<file path="src/rtl/store_buffer.sv">
// Posted-write store buffer between the memory stage and data_memory.
// Define STBUF_FORWARD_EN to forward buffered data to matching loads instead of stalling.
module store_buffer #(
    parameter int DEPTH  = 4,
    parameter int ADDR_W = 32,
    parameter int DATA_W = 32
) (
    input  logic              CLK,
    input  logic              Reset,
    input  logic [ADDR_W-1:0] Address,
    input  logic [DATA_W-1:0] WriteData,
    input  logic              MemWrite,
    input  logic              MemRead,
    output logic [DATA_W-1:0] ReadData,
    output logic              Stall,
    output logic              Empty,
    output logic [ADDR_W-1:0] MemAddress,
    output logic [DATA_W-1:0] MemWriteData,
    output logic              MemWriteEn,
    input  logic [DATA_W-1:0] MemReadData
);

    localparam int PTR_W = $clog2(DEPTH);
    localparam int CNT_W = PTR_W + 1;
    localparam int WA_W  = ADDR_W - 2;

    logic [WA_W-1:0]   waddr_q [DEPTH];
    logic [DATA_W-1:0] data_q  [DEPTH];
    logic [PTR_W-1:0]  head;
    logic [PTR_W-1:0]  tail;
    logic [CNT_W-1:0]  count;

    logic              full;
    logic              idle;
    logic              hit;
    logic              push;
    logic              drain;
    logic [WA_W-1:0]   word;
    logic [PTR_W-1:0]  idx;

    assign word  = Address[ADDR_W-1:2];
    assign full  = (count == CNT_W'(DEPTH));
    assign Empty = (count == '0);
    assign idle  = ~MemRead & ~MemWrite;

`ifdef STBUF_FORWARD_EN
    logic [DATA_W-1:0] hit_data;

    // Scan oldest to youngest so the last match left standing is the youngest.
    always_comb begin
        hit      = 1'b0;
        hit_data = '0;
        idx      = '0;
        for (int i = 0; i < DEPTH; i++) begin
            idx = head + PTR_W'(i);
            if ((CNT_W'(i) < count) && (waddr_q[idx] == word)) begin
                hit      = 1'b1;
                hit_data = data_q[idx];
            end
        end
    end

    assign Stall    = MemWrite & full;
    assign ReadData = hit ? hit_data : MemReadData;
`else
    logic load;

    always_comb begin
        hit = 1'b0;
        idx = '0;
        for (int i = 0; i < DEPTH; i++) begin
            idx = head + PTR_W'(i);
            if ((CNT_W'(i) < count) && (waddr_q[idx] == word)) begin
                hit = 1'b1;
            end
        end
    end

    // A load that hits a pending store waits until that store reaches memory.
    assign load     = MemRead & ~MemWrite;
    assign Stall    = (MemWrite & full) | (load & hit);
    assign ReadData = MemReadData;
`endif

    // Reset suppresses the memory write as well as the pop.
    assign drain = ~Reset & ~Empty & (idle | Stall);
    assign push  = ~Reset & MemWrite & ~full;

    assign MemWriteEn   = drain;
    assign MemAddress   = drain ? {waddr_q[head], 2'b00} : Address;
    assign MemWriteData = data_q[head];

    // Control state: pointers and occupancy.
    always_ff @(posedge CLK) begin
        if (Reset) begin
            head  <= '0;
            tail  <= '0;
            count <= '0;
        end else if (push) begin
            tail  <= tail + PTR_W'(1);
            count <= count + CNT_W'(1);
        end else if (drain) begin
            head  <= head + PTR_W'(1);
            count <= count - CNT_W'(1);
        end
    end

    // Entry storage, written only on accepted stores.
    always_ff @(posedge CLK) begin
        if (push) begin
            waddr_q[tail] <= word;
            data_q[tail]  <= WriteData;
        end
    end

endmodule
</file>
<file path="config.mk">
export PLATFORM = sky130hd
export DESIGN_NAME = store_buffer
export DESIGN_NICKNAME = d
export VERILOG_FILES = /design/src/rtl/store_buffer.sv
export SDC_FILE = /design/constraint.sdc
export NUM_CORES = 1
export LEC_CHECK = 0
export ABC_AREA = 0
export CAP_MARGIN = 20
export CORE_ASPECT_RATIO = 1.75
export CORE_MARGIN = 3
export CORE_UTILIZATION = 40
export DETAILED_ROUTE_END_ITERATION = 8
export GPL_ROUTABILITY_DRIVEN = 0
export PLACE_DENSITY = 0.74
export SLEW_MARGIN = 20
export SYNTH_ARGS = -nofsm -noshare
export SYNTH_HDL_FRONTEND = slang
export SYNTH_SLANG_ARGS = --single-unit
</file>
<file path="constraint.sdc">
create_clock -name CLK -period 5.54 [get_ports CLK]
set_input_delay 1.385 -clock CLK [delete_from_list [all_inputs] [get_ports CLK]]
set_output_delay 1.385 -clock CLK [all_outputs]
set_load 0.05 [all_outputs]
</file>
==> results of run 1 <==
[final cells by class]
cell class / instances / area [sq um] / share of cell area
diodes: 1 / 2.502 / 0.0001348
repair buffers: 315 / 3189 / 0.1718
flip-flops and latches: 257 / 7642 / 0.4117
clock buffers: 26 / 586.8 / 0.03161
inverters: 17 / 76.32 / 0.004111
well taps: 460 / 575.6 / 0.03100
clock inverters: 9 / 77.57 / 0.004179
multi-input cells: 545 / 6414 / 0.3455
[cell families (layout without fill, tap and decap cells)]
family / count (synthesis) / after routing
flops: 257 / 257
mux: 215 / 215
buf+inv: 122 / 367
compound gates: 112 / 112
xor+xnor: 105 / 105
simple gates: 105 / 105
fa+ha+maj: 8 / 8
other cells: 0 / 1
[synthesized netlist by cell type, drive strengths merged (3+ instances only)]
master   count  area (sq um)
nand2       22         90.09
mux2i       85         863.3
nand3        8         40.04
ha           8         100.1
o2bb2ai      4         35.03
a2111oi      7         61.31
nor2b        3         18.77
and2         4         25.02
buf         75         528.0
dfxtp        9         180.2
inv         16         60.05
a211o        3         26.28
nor2        25         93.84
nor4        10         62.56
mux4        93          2095
xnor2       64         560.5
o221ai       5         43.79
a31oi        4         25.02
and3         4         25.02
o21ai       20         100.1
a21oi       28         140.1
nor3         7         35.03
xor2        41         359.1
a2bb2oi      3         26.28
o2111ai      7         61.31
o22ai        7         43.79
clkbuf      30         113.9
edfxtp     248          7447
mux2        37         431.7
nand4       12         75.07
a221oi       3         26.28
[cell usage in the layout, fill, tap and decap left out, types with 7 or more instances in the layout]
| cell | Yosys | layout |
|---|---|---|
| buf_4 | 41 | 143 |
| buf_12 | 2 | 27 |
| ha_1 | 8 | 8 |
| nand2_1 | 21 | 21 |
| xnor2_1 | 64 | 47 |
| nand3_1 | 8 | 8 |
| mux2i_2 | 0 | 13 |
| buf_8 | 2 | 21 |
| o21ai_1 | 0 | 7 |
| clkbuf_16 | 0 | 23 |
| mux2_4 | 4 | 20 |
| dlygate4sd2_1 | 0 | 14 |
| nand4_1 | 12 | 12 |
| mux2_2 | 33 | 17 |
| xnor2_2 | 0 | 13 |
| xor2_1 | 41 | 38 |
| mux2i_4 | 1 | 13 |
| buf_6 | 3 | 21 |
| a21oi_1 | 28 | 28 |
| o22ai_1 | 7 | 7 |
| o21ai_0 | 20 | 12 |
| mux2i_1 | 84 | 59 |
| mux4_2 | 93 | 93 |
| edfxtp_1 | 248 | 248 |
| inv_1 | 15 | 13 |
| nor2_1 | 25 | 24 |
| clkdlybuf4s50_1 | 0 | 71 |
[worst max path at each step]
stage / startpoint / to / slack [ns] / cells past startpoint
after floorplan: Address[15] / MemAddress[21] / -0.33 / 14
after global placement: Address[9] / MemAddress[25] / -0.57 / 14
after detailed placement: Address[9] / MemAddress[19] / -0.64 / 14
after CTS: Address[9] / MemAddress[30] / -0.08 / 15
after global routing: flip-flop / MemAddress[6] / -0.06 / 15
final: Address[29] / MemAddress[19] / 0.005 / 13
[power by group through the flow]
stage,registers (mW),logic [mW],clock network (mW)
after global placement,2.42,2.56,0
after floorplan,2.36,1.80,0
after CTS,2.37,2.90,1.51
final,2.37,3.04,1.47
after global routing,2.38,3.18,1.57
after detailed placement,2.43,2.57,0
[layer usage]
| layer | part of all wire | vias up |
|---|---|---|
| li1 | - | 4099 |
| met1 | 0.32 | 4748 |
| met2 | 0.55 | 452 |
| met3 | 0.056 | 163 |
| met4 | 0.073 | 2 |
| met5 | 0.00031 | - |
[worst reg2reg max path, cell delays in order (launching register included)]
cell,delay [ns]
dfxtp_4,0.38
buf_6,0.11
buf_12,0.11
clkbuf_4,0.19
buf_4,0.13
buf_4,0.11
mux4_2,0.50
xor2_1,0.15
nor4_1,0.27
buf_4,0.17
nand4_1,0.19
o2bb2ai_4,0.23
buf_4,0.15
buf_4,0.11
nor3_2,0.07
buf_4,0.15
or3_1,0.36
a21oi_1,0.16
[sequential cells by signal (all words and copies together), names as in the netlist, named ones only]
signal	flops
head	2
count	3
data_q	128
tail	2
waddr_q	120
[metrics by stage]
stage,area [sq um],TNS [ns],total power [mW],hold slack (ns),setup slack (ns)
6_report,18560,0,6.880,0.5968,0.004811
2_1_floorplan,14070,-0.6708,4.160,0.5382,-0.3302
4_1_cts,18110,-0.4853,6.777,0.5954,-0.07664
3_3_place_gp,16530,-16.84,4.982,0.5635,-0.5736
3_5_place_dp,16530,-18.38,5.003,0.5827,-0.6405
5_1_grt,18560,-0.9744,7.138,0.6504,-0.05954
[what timing repair did]
| item | 4_1_cts | 5_1_grt |
|---|---|---|
| setup buffers | 27 | 17 |
| hold buffers | 0 | 0 |
| endpoints found under the setup margin | 34 | 31 |
| cloned | 3 | 0 |
| resized for setup | 178 | 82 |
| pin swaps | 26 | 16 |
==> metrics.md, run 1 <==
| Metric | Value |
|---|---|
| Crit share post-route | 0.9991 |
| Chip Width | 147.8 um |
| Top Ports | 199 |
| Largest net degree at the start of global routing | 40 |
| Starting density of the core | 0.4070 |
| Sw Ratio | 0.3505 |
| CP endpoint kind | output pin |
| Met3 Use GR | 0.03211 |
| Vias in the first global route | 10120 |
| Slowest CP cell | or4_4 |
| Clock Tree Buf Depth | 3 |
| DIE AREA | 0.03755 sq mm |
| Max Cap Viol | 0 |
| Clock Power Share | 0.214 |
| Post-Synth Simple-Gate Area | 0.03895 |
| Vias/cell | 5.806 |
| Via count | 9464 |
| Class of the worst hold path | reg -> reg |
| FP Rows | 90 |
| Synth Area in XOR/XNOR | 0.06536 |
| Synth Net Count | 1032 |
| Die Y | 254.1 um |
| Seq pwr share | 0.344 |
| Initial antenna violation count | 2 |
| Core area | 0.03457 sq mm |
| Final Hold Viols | 0 |
| Fillcell total | 2785 |
| ANT nets after route | 0 |
| Remaining Overflow, GRT | 0 |
| Drt drc | 0 |
| CTS root buffer | clkbuf_16 |
| Hold endpoint | tail[0] |
| Average size of a mapped cell | 15.23 sq um |
| Final setup skew | 0.01107 ns |
| Yosys reg bits | 257 |
| YS warnings | 0 |
| Leak | 6.306 nW |
| Slew Viols, Final | 0 |
| Share of cells above drive strength 1 | 0.4055 |
| CP max FO | 8 |
| Startpoint types | input port |
| Largest family of logic cells by synthesized area | multiplexers |
| # H-tree levels | 1 |
| EDFF count, synth | 248 |
| Post-Place Cells | 1548 |
| Core Util, Final | 0.5370 |
| Final wirelength | 41.43 mm |
| Final Critical Period | 5.535 ns |
| Outcome | completed |
| Worst Path Required | 4.16 ns |
| RSZ-0062 raised after global routing | yes |
| Post-DP HPWL | 28.65 mm |
| Pre-Repair DR Iteration Count | 7 |
| Worst VDD drop | 344.3 uV |
| Total CTS buffers | 22 |
| CP max stage delay | 0.54 ns |
| Worst Tran Pin Value | 0.8484 ns |
| RR Startpoint | head[0] |
| Kind of critical path | in -> out |
| Port buffer count | 134 |
| Post-synthesis compound-gate area fraction | 0.05531 |
| Post-Synth Adder-Cell Area | 0.007114 |
| Max-slew headroom | 0.4344 |
| Ys flop type | edfxtp_1 |
| PwrDens | 370.6 mW/mm^2 |
| Synth Instances | 924 |
| Final setup fails | 0 |
| Gr busiest metal | met2 |
| Sw power | 2.412 mW |
| Register area share after synthesis | 0.5421 |
| Mux cell area share after synthesis | 0.2409 |
| Initial DRC count | 785 |
| Worst reg2reg path depth | 17 |
| Routing usage on met2 | 0.4022 |
| Worst Path Arrival | 4.15 ns |
| Hold path depth | 2 |
| Cells along the critical path | dlygate4sd2_1 > buf_4 > xnor2_4 > o2111ai_2 > or4_4 > o41ai_4 > or3_4 > nand2_4 > clkinv_8 > buf_6 > buf_12 > mux2_4 > buf_8 |
| Clock sinks | 257 |
| Yosys cell types | 65 |
| Total track usage | 0.2171 |
| Clock latency at the later pin of the worst-skew pair | 0.53 ns |
| Met1 Use GR | 0.2198 |
| First-pass GRT wire length | 61.24 mm |
| Internal | 4.469 mW |
| R2R setup slack | 1.93 ns |
| CTS tree | done |
| Asr flop ratio synth | 0 |
| Area grow syn2layout | 31.94% |
| Clock Pin Slew Worst Setup and Hold Paths | 0.06 ns |
| Post-Syn Area | 0.01407 sq mm |
| Layout Cells excl Fill | 1630 |
| Crit path buf inv count | 6 |
| Worst Min Path Start | tail[0] |
| Combinational Power Share | 0.442 |
| DR WL/cell | 25.41 um |
| Nets | 1266 |
| FMAX | 180.7 MHz |
| Top delay family on crit path | buffers and inverters |
No activity file was read; power rests on OpenSTA's default activity.
==> run 2, diff against run 1 <==
- MAX_ROUTING_LAYER: default -> met4
==> run 2 against run 1 <==
Against the previous run: register-to-register slack better by 0.02 ns; via count rose by 0.22%; clock power about the same; critical endpoint unchanged; largest power group unchanged; largest cell class unchanged; critical path depth is the same.
==> metrics.md, run 2 (same netlist as run 1, synthesis figures left out) <==
| Metric | Value |
|---|---|
| Outcome | completed |
| Final setup skew | 0.01229 ns (+0.001224 ns) |
| Clock latency at the later pin of the worst-skew pair | 0.53 ns (about the same) |
| Slowest CP cell | or4_4 |
| Most common cell after layout, fill and taps aside | edfxtp_1 |
| Final setup fails | 0 (unchanged) |
| CTS root buffer | clkbuf_16 |
| CP max stage delay | 0.54 ns (about the same) |
| Vias/cell | 5.808 (about the same) |
| CP endpoint kind | output pin |
| Final wirelength | 41.31 mm (-0.27%) |
| Cells along the critical path | dlygate4sd2_1 > buf_4 > xnor2_4 > o2111ai_2 > or4_4 > o41ai_4 > or3_4 > nand2_4 > clkinv_8 > buf_6 > buf_12 > mux2_4 > buf_8 |
| Clock sinks | 257 (unchanged) |
| Max Cap Viol | 0 (unchanged) |
| Post-DP HPWL | 28.65 mm (unchanged) |
| Total CTS buffers | 22 (unchanged) |
| Top flop regs | data_q (128), waddr_q (120), count (3) |
| Crit path buf inv count | 6 (unchanged) |
| First-pass GRT wire length | 61.30 mm (about the same) |
| Initial DRC count | 749 (-4.6%) |
| # H-tree levels | 1 (unchanged) |
| Setup WS post-layout | 0.01064 ns (+0.005824 ns) |
| Worst Path Required | 4.16 ns (about the same) |
| CP max FO | 8 (unchanged) |
| FMAX | 180.9 MHz (+0.11%) |
| Final Critical Period | 5.529 ns (-0.005824 ns) |
| Class of the worst hold path | reg -> reg |
| Worst Tran Pin Value | 0.8918 ns (+0.04341 ns) |
| Top Ports | 199 (unchanged) |
| Port buffer count | 134 (unchanged) |
| Clock Pin Slew Worst Setup and Hold Paths | 0.06 ns (about the same) |
| Largest register by flop count | data_q |
| FP Rows | 90 (unchanged) |
| Top delay family on crit path | buffers and inverters |
| Worst VDD drop | 344.7 uV (+0.11%) |
| Starting density of the core | 0.4070 (unchanged) |
| Initial antenna violation count | 4 (+2) |
| Commonest non-fill, non-tap cells in the layout | 248 x edfxtp_1, 143 x buf_4, 93 x mux4_2 |
| Leak | 6.300 nW (about the same) |
| Area grow syn2layout | 31.92% (about the same) |
| Core area | 0.03457 sq mm (unchanged) |
| Remaining Overflow, GRT | 0 (unchanged) |
| Chip Width | 147.8 um (unchanged) |
| Startpoint types | input port |
| Die Y | 254.1 um (unchanged) |
| Max reg flops | 128 (unchanged) |
| Pre-CTS setup slack | -0.6405 ns (unchanged) |
| Max-slew headroom | 0.4054 (-0.02894) |
| Vias in the first global route | 10110 (-0.089%) |
| DIE AREA | 0.03755 sq mm (unchanged) |
| Clock Tree Buf Depth | 3 (unchanged) |
| Slew Viols, Final | 0 (unchanged) |
| Worst Path Arrival | 4.14 ns (about the same) |
| Cell area after layout | 0.01856 sq mm (about the same) |
| Via count | 9485 (+0.22%) |
| CTS tree | done |
| Nets | 1266 (unchanged) |
| Largest net degree at the start of global routing | 40 (unchanged) |
| Share of cells above drive strength 1 | 0.4055 (unchanged) |
| Crit share post-route | 0.9981 (-0.001051) |
| Final Hold Viols | 0 (unchanged) |
| DR WL/cell | 25.30 um (-0.46%) |
| DP Area | 0.01653 sq mm (unchanged) |
| CTS hold repair buffers | 0 (unchanged) |
| ANT nets after route | 0 (unchanged) |
| Total track usage | 0.2239 (+0.006794) |
| PwrDens | 370.1 mW/mm^2 (-0.15%) |
| RSZ-0062 raised after global routing | yes |
| Drt drc | 0 (unchanged) |
| Fillcell total | 2785 (unchanged) |
| Kind of critical path | in -> out |
| Core Util, Final | 0.5369 (about the same) |
| Pre-Repair DR Iteration Count | 5 (-2) |
| Tot Pwr | 6.869 mW (-0.17%) |
## run 2: cell type report
| type | instances | area (sq um) | share of cell area |
|---|---|---|---|
| diodes | 4 | 10.01 | 0.0005393 |
| repair buffers | 315 | 3182 | 0.1714 |
| well taps | 460 | 575.6 | 0.03101 |
| flip-flops and latches | 257 | 7642 | 0.4118 |
| multi-input cells | 545 | 6410 | 0.3454 |
| clock buffers | 26 | 586.8 | 0.03162 |
| clock inverters | 9 | 77.57 | 0.004180 |
| inverters | 17 | 76.32 | 0.004112 |
## run 2: repair_timing
action | in CTS | in global routing
gates cloned | 3 | 0
setup endpoints to repair | 34 | 31
gates resized for setup | 178 | 81
setup buffers | 27 | 17
pin swaps | 26 | 16
## run 2: path summary, 6_finish.rpt
check / start / end / slack (ns) / depth (start not counted)
max: Address[29] / MemAddress[19] / 0.01 / 13
min: tail[0] / tail[0] / 0.60 / 2
max reg2reg: flip-flop / count[0] / 1.95 / 14
min reg2reg: tail[0] / tail[0] / 0.60 / 2
## run 2: routing by layer
layer	part of all wire	global-route usage	wire length, um
met2	0.54	0.4011	22520
met3	0.053	0.03194	2174
met4	0.077	0.1576	3189
met5	0	-	0
met1	0.33	0.2210	13430
## run 2: power breakdown
part | switching (mW) | internal [mW]
Combinational | 1.64 | 1.39
Clock | 0.668 | 0.800
Sequential | 0.0925 | 2.28
Total | 2.40 | 4.46
## run 2: metrics by stage
step	std cells	hold slack (ns)	TNS (ns)
5_1_grt	1633	0.6504	-1.202
6_report	1633	0.5957	0
2_1_floorplan	924	0.5382	-0.6708
3_5_place_dp	1548	0.5827	-18.38
4_1_cts	1613	0.5954	-0.4853
3_3_place_gp	1548	0.5635	-16.84
## run 2: worst register-to-register path: cells and delay by family, from the launching register on
family	cells	cell delay [ns]
and+or+nand+nor	1	0.43
buffers and inverters	5	1.03
DFF	1	0.37
AOI/OAI and AO/OA	5	0.80
muxes	3	0.86
==> run 3, diff against run 2 <==
- CORE_ASPECT_RATIO: 1.75 -> default
- PLACE_DENSITY: 0.74 -> 0.66
==> run 3 against run 2 <==
Against the previous run: final cell count down 1.0%; largest cell class unchanged; critical path type unchanged; register-to-register slack better by 0.08 ns; critical endpoint is now MemAddress[30]; critical path depth up 3; utilization is 0.63 points lower; worst hold slack lost 0.017 ns; via count is 1.9% lower; largest power group unchanged; sequential share of layout area increased by 0.42 points; global-route usage is 1.5 points lower.
==> metrics.md, run 3 (same netlist as run 1, synthesis figures left out) <==
| Metric | Value |
|---|---|
| Top Ports | 199 (unchanged) |
| Kind of critical path | in -> out |
| Largest register by flop count | data_q |
| Total track usage | 0.2090 (-0.01494) |
| Chip Width | 193.6 um (+31%) |
| Leak | 6.224 nW (-1.2%) |
| Crit path buf inv count | 8 (+2) |
| Clock latency at the later pin of the worst-skew pair | 0.56 ns (+0.03 ns) |
| Final setup fails | 0 (unchanged) |
| Worst VDD drop | 322.3 uV (-6.5%) |
| Worst Path Arrival | 4.14 ns (about the same) |
| Top delay family on crit path | buffers and inverters |
| Via count | 9305 (-1.9%) |
| Total CTS buffers | 27 (+23%) |
| Final setup skew | 0.01342 ns (+0.001122 ns) |
| Die Y | 193.6 um (-24%) |
| Gr busiest metal | met2 |
| Seq pwr share | 0.333 (-0.012) |
| Max Cap Viol | 0 (unchanged) |
| Final Hold Viols | 0 (unchanged) |
| Max-slew headroom | 0.3723 (-0.03315) |
| Setup TNS | 0 ns (unchanged) |
| Crit share post-route | 0.9976 (about the same) |
| Final wirelength | 39.64 mm (-4.1%) |
| CTS tree | done |
| Tot Pwr | 7.107 mW (+3.5%) |
| Most common cell after layout, fill and taps aside | edfxtp_1 |
| RSZ-0062 raised after global routing | yes |
| # H-tree levels | 1 (unchanged) |
| FP Rows | 68 (-24%) |
| Worst Path Required | 4.16 ns (about the same) |
| Port buffer count | 134 (unchanged) |
| CTS hold repair buffers | 0 (unchanged) |
| Clock sinks | 257 (unchanged) |
| Share of cells above drive strength 1 | 0.3720 (-0.03350) |
| CP max stage delay | 0.36 ns (-0.18 ns) |
| Pre-CTS setup slack | -0.4799 ns (+0.1606 ns) |
| Routing usage on met2 | 0.3298 (-0.07130) |
| Class of the worst hold path | reg -> reg |
| Drt drc | 0 (unchanged) |
| CP endpoint kind | output pin |
| CP max FO | 6 (-2) |
| Outcome | completed |
| DR WL/cell | 24.53 um (-3.0%) |
| Starting density of the core | 0.4063 (-0.0006764) |
| Startpoint types | input port |
| Pre-Repair DR Iteration Count | 5 (unchanged) |
| Final Critical Period | 5.527 ns (-0.002843 ns) |
| Area grow syn2layout | 30.59% |
| CTS root buffer | clkbuf_16 |
| Initial DRC count | 820 (+9.5%) |
| Post-DP HPWL | 26.66 mm (-6.9%) |
| Slowest CP cell | or3_4 |
| Clock Power Share | 0.258 (+0.044) |
| DIE AREA | 0.03746 sq mm (-0.24%) |
| Nets | 1244 (-1.7%) |
| Met1 Use GR | 0.2752 (+0.05420) |
| Sw Ratio | 0.3438 (-0.006141) |
| PwrDens | 386.8 mW/mm^2 (+4.5%) |
| Vias/cell | 5.758 (-0.87%) |
| Cells along the critical path | dlygate4sd2_1 > buf_6 > inv_1 > buf_4 > o221a_2 > a31oi_2 > a2111oi_4 > o2111ai_2 > o41ai_4 > or3_4 > nand2_4 > clkinv_8 > buf_6 > buf_8 > mux2_4 > buf_12 |
| Core area | 0.03463 sq mm (+0.17%) |
| Internal | 4.663 mW (+4.4%) |
| Clock Tree Buf Depth | 3 (unchanged) |
| Commonest non-fill, non-tap cells in the layout | 248 x edfxtp_1, 121 x buf_4, 93 x mux4_2 |
| Met3 Use GR | 0.04371 (+0.01178) |
| Combinational Power Share | 0.409 (-0.032) |
| Largest net degree at the start of global routing | 63 (+57%) |
| Worst Tran Pin Value | 0.9416 ns (+0.04973 ns) |
| FMAX | 180.9 MHz (about the same) |
| Sw power | 2.443 mW (+1.7%) |
| Setup WS post-layout | 0.01348 ns (+0.002843 ns) |
| Slew Viols, Final | 0 (unchanged) |
| Clock Pin Slew Worst Setup and Hold Paths | 0.06 ns (about the same) |
| Cell area after layout | 0.01837 sq mm (-1.0%) |
| Vias in the first global route | 9567 (-5.4%) |
| ANT nets after route | 0 (unchanged) |
| Core Util, Final | 0.5306 (-0.006276) |
| First-pass GRT wire length | 59.27 mm (-3.3%) |
| Top flop regs | data_q (128), waddr_q (120), count (3) |
| DP Area | 0.01652 sq mm (about the same) |
| Remaining Overflow, GRT | 0 (unchanged) |
| Initial antenna violation count | 5 (+1) |
| Top cell by count, worst path | buf_6 |
| Max reg flops | 128 (unchanged) |
-- run 3: final timing paths --
path	endpoint	startpoint	depth (start not counted)	slack, ns
setup / recovery	MemAddress[30]	Address[15]	16	0.01
hold / removal	count[2]	count[2]	2	0.58
setup reg to reg	head[0]	head[0]	12	2.03
hold reg to reg	count[2]	count[2]	2	0.58
-- run 3: worst min-delay path, cell delays in order (launching register included) --
cell and delay [ns]:
dfxtp_1 0.36, nand3_1 0.09, o211ai_1 0.08
-- run 3: layout make-up --
cell class | count | area, sq um
clock buffers | 30 | 686.9
clock inverters | 19 | 207.7
well taps | 455 | 569.3
fillers | 2805 | 16250
inverters | 17 | 76.32
diodes | 5 | 12.51
repair buffers | 288 | 2984
multi-input cells | 545 | 6195
flip-flops and latches | 257 | 7642
-- run 3: per-layer routing --
layer,up-vias,wire [um]
li1,4078,-
met2,422,18830
met1,4708,16060
met5,-,0
met4,0,1485
met3,97,3266
-- run 3: stage by stage --
step	hold slack, ns	std cells
3_3_place_gp	0.5418	1535
2_1_floorplan	0.5382	924
4_1_cts	0.5845	1600
6_report	0.5784	1616
5_1_grt	0.6258	1616
3_5_place_dp	0.5760	1535
-- run 3: what timing repair did --
item	in CTS	in global routing
resized for setup	112	70
setup endpoints to repair	34	29
gates cloned	2	3
buffers inserted	15	11
pin swaps	16	6
-- run 3: power by group through the flow --
stage	clock (mW)	combinational (mW)	sequential (mW)
floorplan	0	1.80	2.36
global placement	0	2.54	2.44
detailed placement	0	2.55	2.45
CTS	1.87	2.81	2.37
global route	1.94	3.05	2.38
finish	1.83	2.91	2.37
